## src/rtl/dragon_game_pkg.sv

```systemverilog
// Shared game constants, the shot slot record and the fixed-point to pixel helper.
package dragon_game_pkg;

  localparam int FIXED_SHIFT = 6;
  localparam int SCREEN_W    = 640;
  localparam int SCREEN_H    = 480;

  typedef struct packed {
    logic               active;
    logic signed [31:0] x_fp;
    logic signed [31:0] y_fp;
  } shot_t;

  function automatic logic signed [10:0] to_px(input logic signed [31:0] fp);
    return 11'(fp >>> FIXED_SHIFT);
  endfunction

endpackage

```

## src/rtl/rect_overlap.sv

```systemverilog
// Strict axis-aligned overlap test between box A (A_W x A_H) and box B (B_W x B_H).
module rect_overlap #(
  parameter int A_W = 4,
  parameter int A_H = 8,
  parameter int B_W = 64,
  parameter int B_H = 48
) (
  input  logic signed [10:0] a_x_i,
  input  logic signed [10:0] a_y_i,
  input  logic signed [10:0] b_x_i,
  input  logic signed [10:0] b_y_i,
  output logic               overlap_o
);

  int ax, ay, bx, by;

  always_comb begin
    ax = int'(a_x_i);
    ay = int'(a_y_i);
    bx = int'(b_x_i);
    by = int'(b_y_i);
    overlap_o = (ax < bx + B_W) && (bx < ax + A_W) &&
                (ay < by + B_H) && (by < ay + A_H);
  end

endmodule

```

## src/rtl/shot_dragon_hit_ctrl.sv

```systemverilog
// Player shot slots: spawn on fire, move up once per frame, detect dragon hits
// and report one-clock collision pulses plus a saturating hit counter.
module shot_dragon_hit_ctrl
  import dragon_game_pkg::*;
#(
  parameter int NUM_SHOTS       = 3,
  parameter int SHOT_SPEED_Y    = -256,
  parameter int SHOT_W          = 4,
  parameter int SHOT_H          = 8,
  parameter int PLAYER_W        = 32,
  parameter int DRAGON_W        = 64,
  parameter int DRAGON_H        = 48,
  parameter int COOLDOWN_FRAMES = 8
) (
  input  logic                        clk,
  input  logic                        reset,
  input  logic                        startOfFrame,
  input  logic                        pause,
  input  logic                        fireReq,
  input  logic signed [10:0]          playerTopLeftX,
  input  logic signed [10:0]          playerTopLeftY,
  input  logic signed [10:0]          dragonTopLeftX,
  input  logic signed [10:0]          dragonTopLeftY,
  output logic [NUM_SHOTS-1:0]        shotDragonCollision,
  output logic [NUM_SHOTS-1:0]        shotActive,
  output logic [NUM_SHOTS-1:0][10:0]  shotTopLeftX,
  output logic [NUM_SHOTS-1:0][10:0]  shotTopLeftY,
  output logic [7:0]                  hitCount
);

  localparam int CW = $clog2(COOLDOWN_FRAMES + 1);
  localparam int IW = (NUM_SHOTS > 1) ? $clog2(NUM_SHOTS) : 1;

  shot_t              shots_q [NUM_SHOTS];
  shot_t              shots_d [NUM_SHOTS];
  logic               fire_prev_q;
  logic               fire_pend_q, fire_pend_d;
  logic [CW-1:0]      cool_q, cool_d;
  logic [NUM_SHOTS-1:0] hit_q, hit_now, ovl;
  logic [7:0]         cnt_q, cnt_d;
  logic signed [10:0] sx_px [NUM_SHOTS];
  logic signed [10:0] sy_px [NUM_SHOTS];
  logic               dragon_live, frame, fire_rise, free_found;
  logic [IW-1:0]      free_idx;
  logic signed [31:0] y_next;
  logic [8:0]         hit_pop, cnt_sum;

  // A dragon parked off the right edge of the screen can never be hit.
  assign dragon_live = int'(dragonTopLeftX) < SCREEN_W;

  for (genvar g = 0; g < NUM_SHOTS; g++) begin : g_slot
    assign sx_px[g] = to_px(shots_q[g].x_fp);
    assign sy_px[g] = to_px(shots_q[g].y_fp);

    rect_overlap #(
      .A_W(SHOT_W),
      .A_H(SHOT_H),
      .B_W(DRAGON_W),
      .B_H(DRAGON_H)
    ) u_ovl (
      .a_x_i    (sx_px[g]),
      .a_y_i    (sy_px[g]),
      .b_x_i    (dragonTopLeftX),
      .b_y_i    (dragonTopLeftY),
      .overlap_o(ovl[g])
    );

    assign hit_now[g]      = shots_q[g].active && ovl[g] && dragon_live;
    assign shotActive[g]   = shots_q[g].active;
    assign shotTopLeftX[g] = sx_px[g];
    assign shotTopLeftY[g] = sy_px[g];
  end

  assign shotDragonCollision = hit_q;
  assign hitCount            = cnt_q;

  always_comb begin
    shots_d     = shots_q;
    cool_d      = cool_q;
    frame       = startOfFrame && !pause;
    fire_rise   = fireReq && !fire_prev_q;
    fire_pend_d = fire_pend_q | fire_rise;
    free_found  = 1'b0;
    free_idx    = '0;
    y_next      = '0;

    // Free slots are judged on the pre-edge state, so a slot vacated by a hit
    // or a retire this edge is not handed out until the next frame.
    for (int unsigned i = 0; i < NUM_SHOTS; i++) begin
      if (!shots_q[i].active && !free_found) begin
        free_found = 1'b1;
        free_idx   = IW'(i);
      end
    end

    for (int unsigned i = 0; i < NUM_SHOTS; i++) begin
      y_next = shots_q[i].y_fp + SHOT_SPEED_Y;
      if (hit_now[i]) begin
        shots_d[i].active = 1'b0;
      end else if (frame && shots_q[i].active) begin
        shots_d[i].y_fp = y_next;
        if ((y_next >>> FIXED_SHIFT) < -SHOT_H) shots_d[i].active = 1'b0;
      end
    end

    if (frame) begin
      if (cool_q != '0) begin
        cool_d = cool_q - 1'b1;
      end else if (fire_pend_q && free_found) begin
        shots_d[free_idx].active = 1'b1;
        shots_d[free_idx].x_fp   = (int'(playerTopLeftX) + PLAYER_W / 2 - SHOT_W / 2) <<< FIXED_SHIFT;
        shots_d[free_idx].y_fp   = (int'(playerTopLeftY) - SHOT_H) <<< FIXED_SHIFT;
        cool_d                   = CW'(COOLDOWN_FRAMES);
        fire_pend_d              = fire_rise;
      end
    end
  end

  always_comb begin
    hit_pop = '0;
    for (int unsigned i = 0; i < NUM_SHOTS; i++) hit_pop = hit_pop + 9'(hit_now[i]);
    cnt_sum = {1'b0, cnt_q} + hit_pop;
    cnt_d   = cnt_sum[8] ? 8'hFF : cnt_sum[7:0];
  end

  always_ff @(posedge clk or posedge reset) begin
    if (reset) begin
      for (int unsigned i = 0; i < NUM_SHOTS; i++) shots_q[i] <= '0;
      fire_prev_q <= 1'b0;
      fire_pend_q <= 1'b0;
      cool_q      <= '0;
      hit_q       <= '0;
      cnt_q       <= '0;
    end else begin
      shots_q     <= shots_d;
      fire_prev_q <= fireReq;
      fire_pend_q <= fire_pend_d;
      cool_q      <= cool_d;
      hit_q       <= hit_now;
      cnt_q       <= cnt_d;
    end
  end

endmodule

```

## config.mk

```make
export PLATFORM = sky130hd
export DESIGN_NAME = shot_dragon_hit_ctrl
export DESIGN_NICKNAME = d
export VERILOG_FILES = /design/src/rtl/dragon_game_pkg.sv /design/src/rtl/rect_overlap.sv /design/src/rtl/shot_dragon_hit_ctrl.sv
export SDC_FILE = /design/constraint.sdc
export NUM_CORES = 1
export LEC_CHECK = 0
export ABC_AREA = 1
export BUFFER_PORTS_ARGS = -buffer_cell sky130_fd_sc_hd__clkbuf_2
export CAP_MARGIN = 25
export CORE_MARGIN = 4
export CORE_UTILIZATION = 30
export DETAILED_ROUTE_END_ITERATION = 8
export PLACE_DENSITY = 0.51
export SYNTH_ARGS = -nofsm -noshare
export SYNTH_HDL_FRONTEND = slang
export SYNTH_SLANG_ARGS = --single-unit
export TNS_END_PERCENT = 30
```

## constraint.sdc

```tcl
create_clock -name clk -period 4.6 [get_ports clk]
set_clock_uncertainty 0.2 [all_clocks]
set_input_delay 1.15 -clock clk [delete_from_list [all_inputs] [get_ports clk]]
set_output_delay 1.15 -clock clk [all_outputs]
set_load 0.05 [all_outputs]
```

==> impl_metrics.py <==
metrics = {
    "global_routing": {
        "antenna_found_initial": 2,
        "overflow": 0,
        "grt_pass1_wl_um": 71210,
        "grt_pass1_vias": 13000,
        "track_usage_pct": 19.07,
        "grt_max_degree": 132,
    },
    "floorplanning": {
        "start_util_pct": 30.46,
        "io_pins": 129,
        "die_w_um": 220.4,
        "core_mm2": 0.04441,
        "die_area_mm2": 0.04856,
        "die_h_um": 220.4,
        "fp-row-count": 77,
    },
    "timing": {
        "slew_headroom_pct": 40.47,
        "fin_ws_ns": 0.08476,
        "worstMarginPinSlew_ns": 0.8866,
        "period_needed_ns": 4.515,
        "hold_viol": 0,
        "rsz0062_at_grt": "yes",
        "final-max-slew-violation-count": 0,
        "setup_violations": 0,
        "fmax_ghz": 0.2215,
        "fin_setup_tns_ns": 0,
        "min_period_over_period_pct": 98.16,
    },
    "synth": {
        "synth_edf_count": 0,
        "synth_common_cells": "nand2_1, inv_1, nor2_1, ha_1, nand3_1",
        "seq_area_frac_synth_pct": 24.23,
        "muxShareOfSynthArea_pct": 0.3699,
        "synth_top_family_by_area": "simple AND/OR/NAND/NOR gates",
        "netlist_area_mm2": 0.01353,
        "synth_most_common_cell": "nand2_1",
        "synth_area_leaders": "dfrtp_1, nand2_1, ha_1, inv_1, xor2_1",
        "synth-xor-area-share_pct": 7.703,
        "synthSimpleGateAreaFrac_pct": 32.67,
        "synthCells": 2039,
        "async_reset_ff_share_pct": 100.0,
        "synth_top_cell_by_area": "dfrtp_1",
        "ys_warn_count": 0,
        "synthAdderAreaFrac_pct": 14.17,
        "synth-compound-area-share_pct": 8.729,
        "synth_nets": 2240,
        "syn_avg_cell_area_um2": 6.636,
        "ys_types": 42,
        "synth-seq-cells": 131,
        "synth.top_cell.area_share_pct": 24.23,
        "dominantRegCellSynth": "dfrtp_1",
    },
    "setup_path": {
        "r2r_slack_ns": 0.09,
        "worstSetupPathType": "in -> reg",
        "path_max_fanout": 5,
        "arrival_ns": 4.68,
        "crit_end": "hitCount[7]",
        "timing.rr.start": "shotTopLeftX[3]",
        "crit_path_end_kind": "flop",
        "r2r_cells": 29,
        "required_ns": 4.77,
        "startpoint": "dragonTopLeftX[7]",
        "r2r-end": "hitCount[7]",
        "start_kind": "primary input",
    },
    "clock_tree": {
        "numCtsBuffers": 17,
        "cts_root_buffer": "clkbuf_16",
        "clockBufferDepth": 2,
        "htreeDepth": 4,
        "cts_tree": "done",
        "clk_latency_ns": 0.48,
        "clk_pin_slew_worst_paths_ns": 0.06,
        "cts_sinks": 131,
    },
    "power": {
        "seq_power_share_pct": 23.7,
        "clock_power_share_pct": 14.5,
        "power_density_mw_per_mm2": 644.6,
        "switching_share_pct": 54.53,
        "pwr-share-comb_pct": 61.8,
        "p_leak_nw": 8.355,
        "power_mw": 10.30,
        "ir_drop_mv": 0.3164,
        "power.switching_mw": 5.616,
        "intPower_mw": 4.683,
    },
    "drt": {
        "wl_um": 45310,
        "detail_route.first_pass.iterations": 5,
        "drc": 0,
        "wl_per_cell_um": 16.21,
        "vias": 13210,
        "ant_nets": 0,
        "viasPerCell": 4.726,
        "drt-initial-drc-count": 890,
    },
    "place": {
        "pre_cts_ws_ns": -0.5782,
        "gp_congestion": 0.9014,
        "io_buffers": 128,
        "dpl.hpwl_um": 34940,
        "placed_cell_area_mm2": 0.01506,
    },
    "worst_hold_path": {
        "min_path_type": "reg -> reg",
    },
    "flow_run": {
        "cap_violations": 0,
    },
    "layout": {
        "design_area_mm2": 0.01598,
        "syn_to_final_growth_pct": 18.09,
        "drive_above_1_share_pct": 17.08,
        "layout.nets": 2389,
    },
    "outcome": {
        "status": "finished, final reports clean",
    },
}
how the worst min path moves through the flow:
stage                     slack, ns           to         from  depth (start not counted)
after floorplan                0.21  fire_pend_q  fire_prev_q                          1
after global placement         0.22  fire_pend_q  fire_prev_q                          1
after detailed placement       0.23  fire_pend_q  fire_prev_q                          1
after CTS                      0.24  fire_pend_q  fire_prev_q                          1
after global routing           0.25  fire_pend_q  fire_prev_q                          1
final                          0.24  fire_pend_q  fire_prev_q                          1
power by group through the flow:
stage	Clock, mW	Combinational, mW	Sequential [mW]
after floorplan	0	4.90	2.25
after global placement	0	6.14	2.43
after detailed placement	0	6.25	2.43
after CTS	1.56	6.30	2.42
after global routing	1.59	7.16	2.53
final	1.50	6.36	2.44
metal layers:
layer / global-route usage, % / vias up / part of all wire [%]
met3: 3.557 / 61 / 4.6
li1: - / 6736 / -
met2: 30.21 / 288 / 45
met4: 7.264 / 0 / 2.8
met5: 0 / - / 0
met1: 25.83 / 6123 / 47
repair_timing:
item | in CTS | in global routing
pin swaps | 3 | 34
gates cloned | 0 | 0
hold endpoints to repair | 0 | 0
gates resized for setup | 11 | 48
hold buffers | 0 | 0
setup buffers | 1 | 9
endpoints found under the setup margin | 5 | 8
critical path, stage by stage:
cell and delay (ns):
buf_4 0.12, ha_4 0.14, nand3_2 0.09, xor2_2 0.17
ha_1 0.29, nand2_1 0.07, nor2_2 0.14, nor3b_2 0.17
nand2_1 0.09, nand3b_1 0.08, nand2_1 0.07, inv_2 0.07
nand2_4 0.06, nor2_4 0.14, nand3_4 0.09, inv_4 0.09
fa_1 0.43, ha_2 0.20, fa_2 0.37, nand2_2 0.08
nor2_2 0.04, inv_2 0.07, nor2_4 0.05, nand2_2 0.08
nand2_2 0.06, o31ai_2 0.21, nand2_1 0.07
registers in the layout, indices dropped and copies added (netlist names):
| register | cells |
|---|---|
| shotDragonCollision | 3 |
| fire_prev_q | 1 |
| shotTopLeftY | 33 |
| hitCount | 8 |
| shots_q | 45 |
| cool_q | 4 |
| fire_pend_q | 1 |
| shotActive | 3 |
| shotTopLeftX | 33 |
final cells by class:
cell class | instances | area, µm²
fill | 4776 | 28440
antenna | 2 | 5.005
clock inverter | 11 | 151.4
tap | 592 | 740.7
multi-input combinational | 1552 | 8830
inverter | 231 | 873.3
sequential | 131 | 3282
clock buffer | 21 | 480.5
timing repair buffer | 255 | 1615
stage by stage:
stage | instances | util, % | hold slack [ns]
6_report | 2795 | 35.97 | 0.2439
5_1_grt | 2795 | 35.97 | 0.2468
4_1_cts | 2784 | 35.43 | 0.2387
3_5_place_dp | 2751 | 33.90 | 0.2274
3_3_place_gp | 2751 | 33.90 | 0.2193
2_1_floorplan | 2039 | - | 0.2096
cells in the final DEF, fill, tap and decap left out, drive strengths merged:
master,count
clkinvlp,2
dfrtp,131
o31ai,1
o21ai,157
or3,2
xor2,94
o21bai,2
nor2,204
fa,2
bufinv,3
a21oi,66
nor3,20
o21a,2
and2,1
nor3b,5
or2,5
nand2,622
clkbuf,147
diode,2
inv,230
buf,129
xnor2,25
nand3,143
o22ai,2
mux2i,5
nor4,3
nand4,28
a21boi,2
clkinv,7
nand3b,11
ha,150
cell families (layout without fill, tap and decap cells):
logic type,Yosys count,after routing
XOR/XNOR,119,119
adder cells (fa/ha/maj),152,152
AND/OR/NAND/NOR,1044,1044
buffers and inverters,356,518
other,0,2
flip-flops,131,131
AO/OA/AOI/OAI,232,232
multiplexers,5,5
Power figures use the tool's default switching activity.
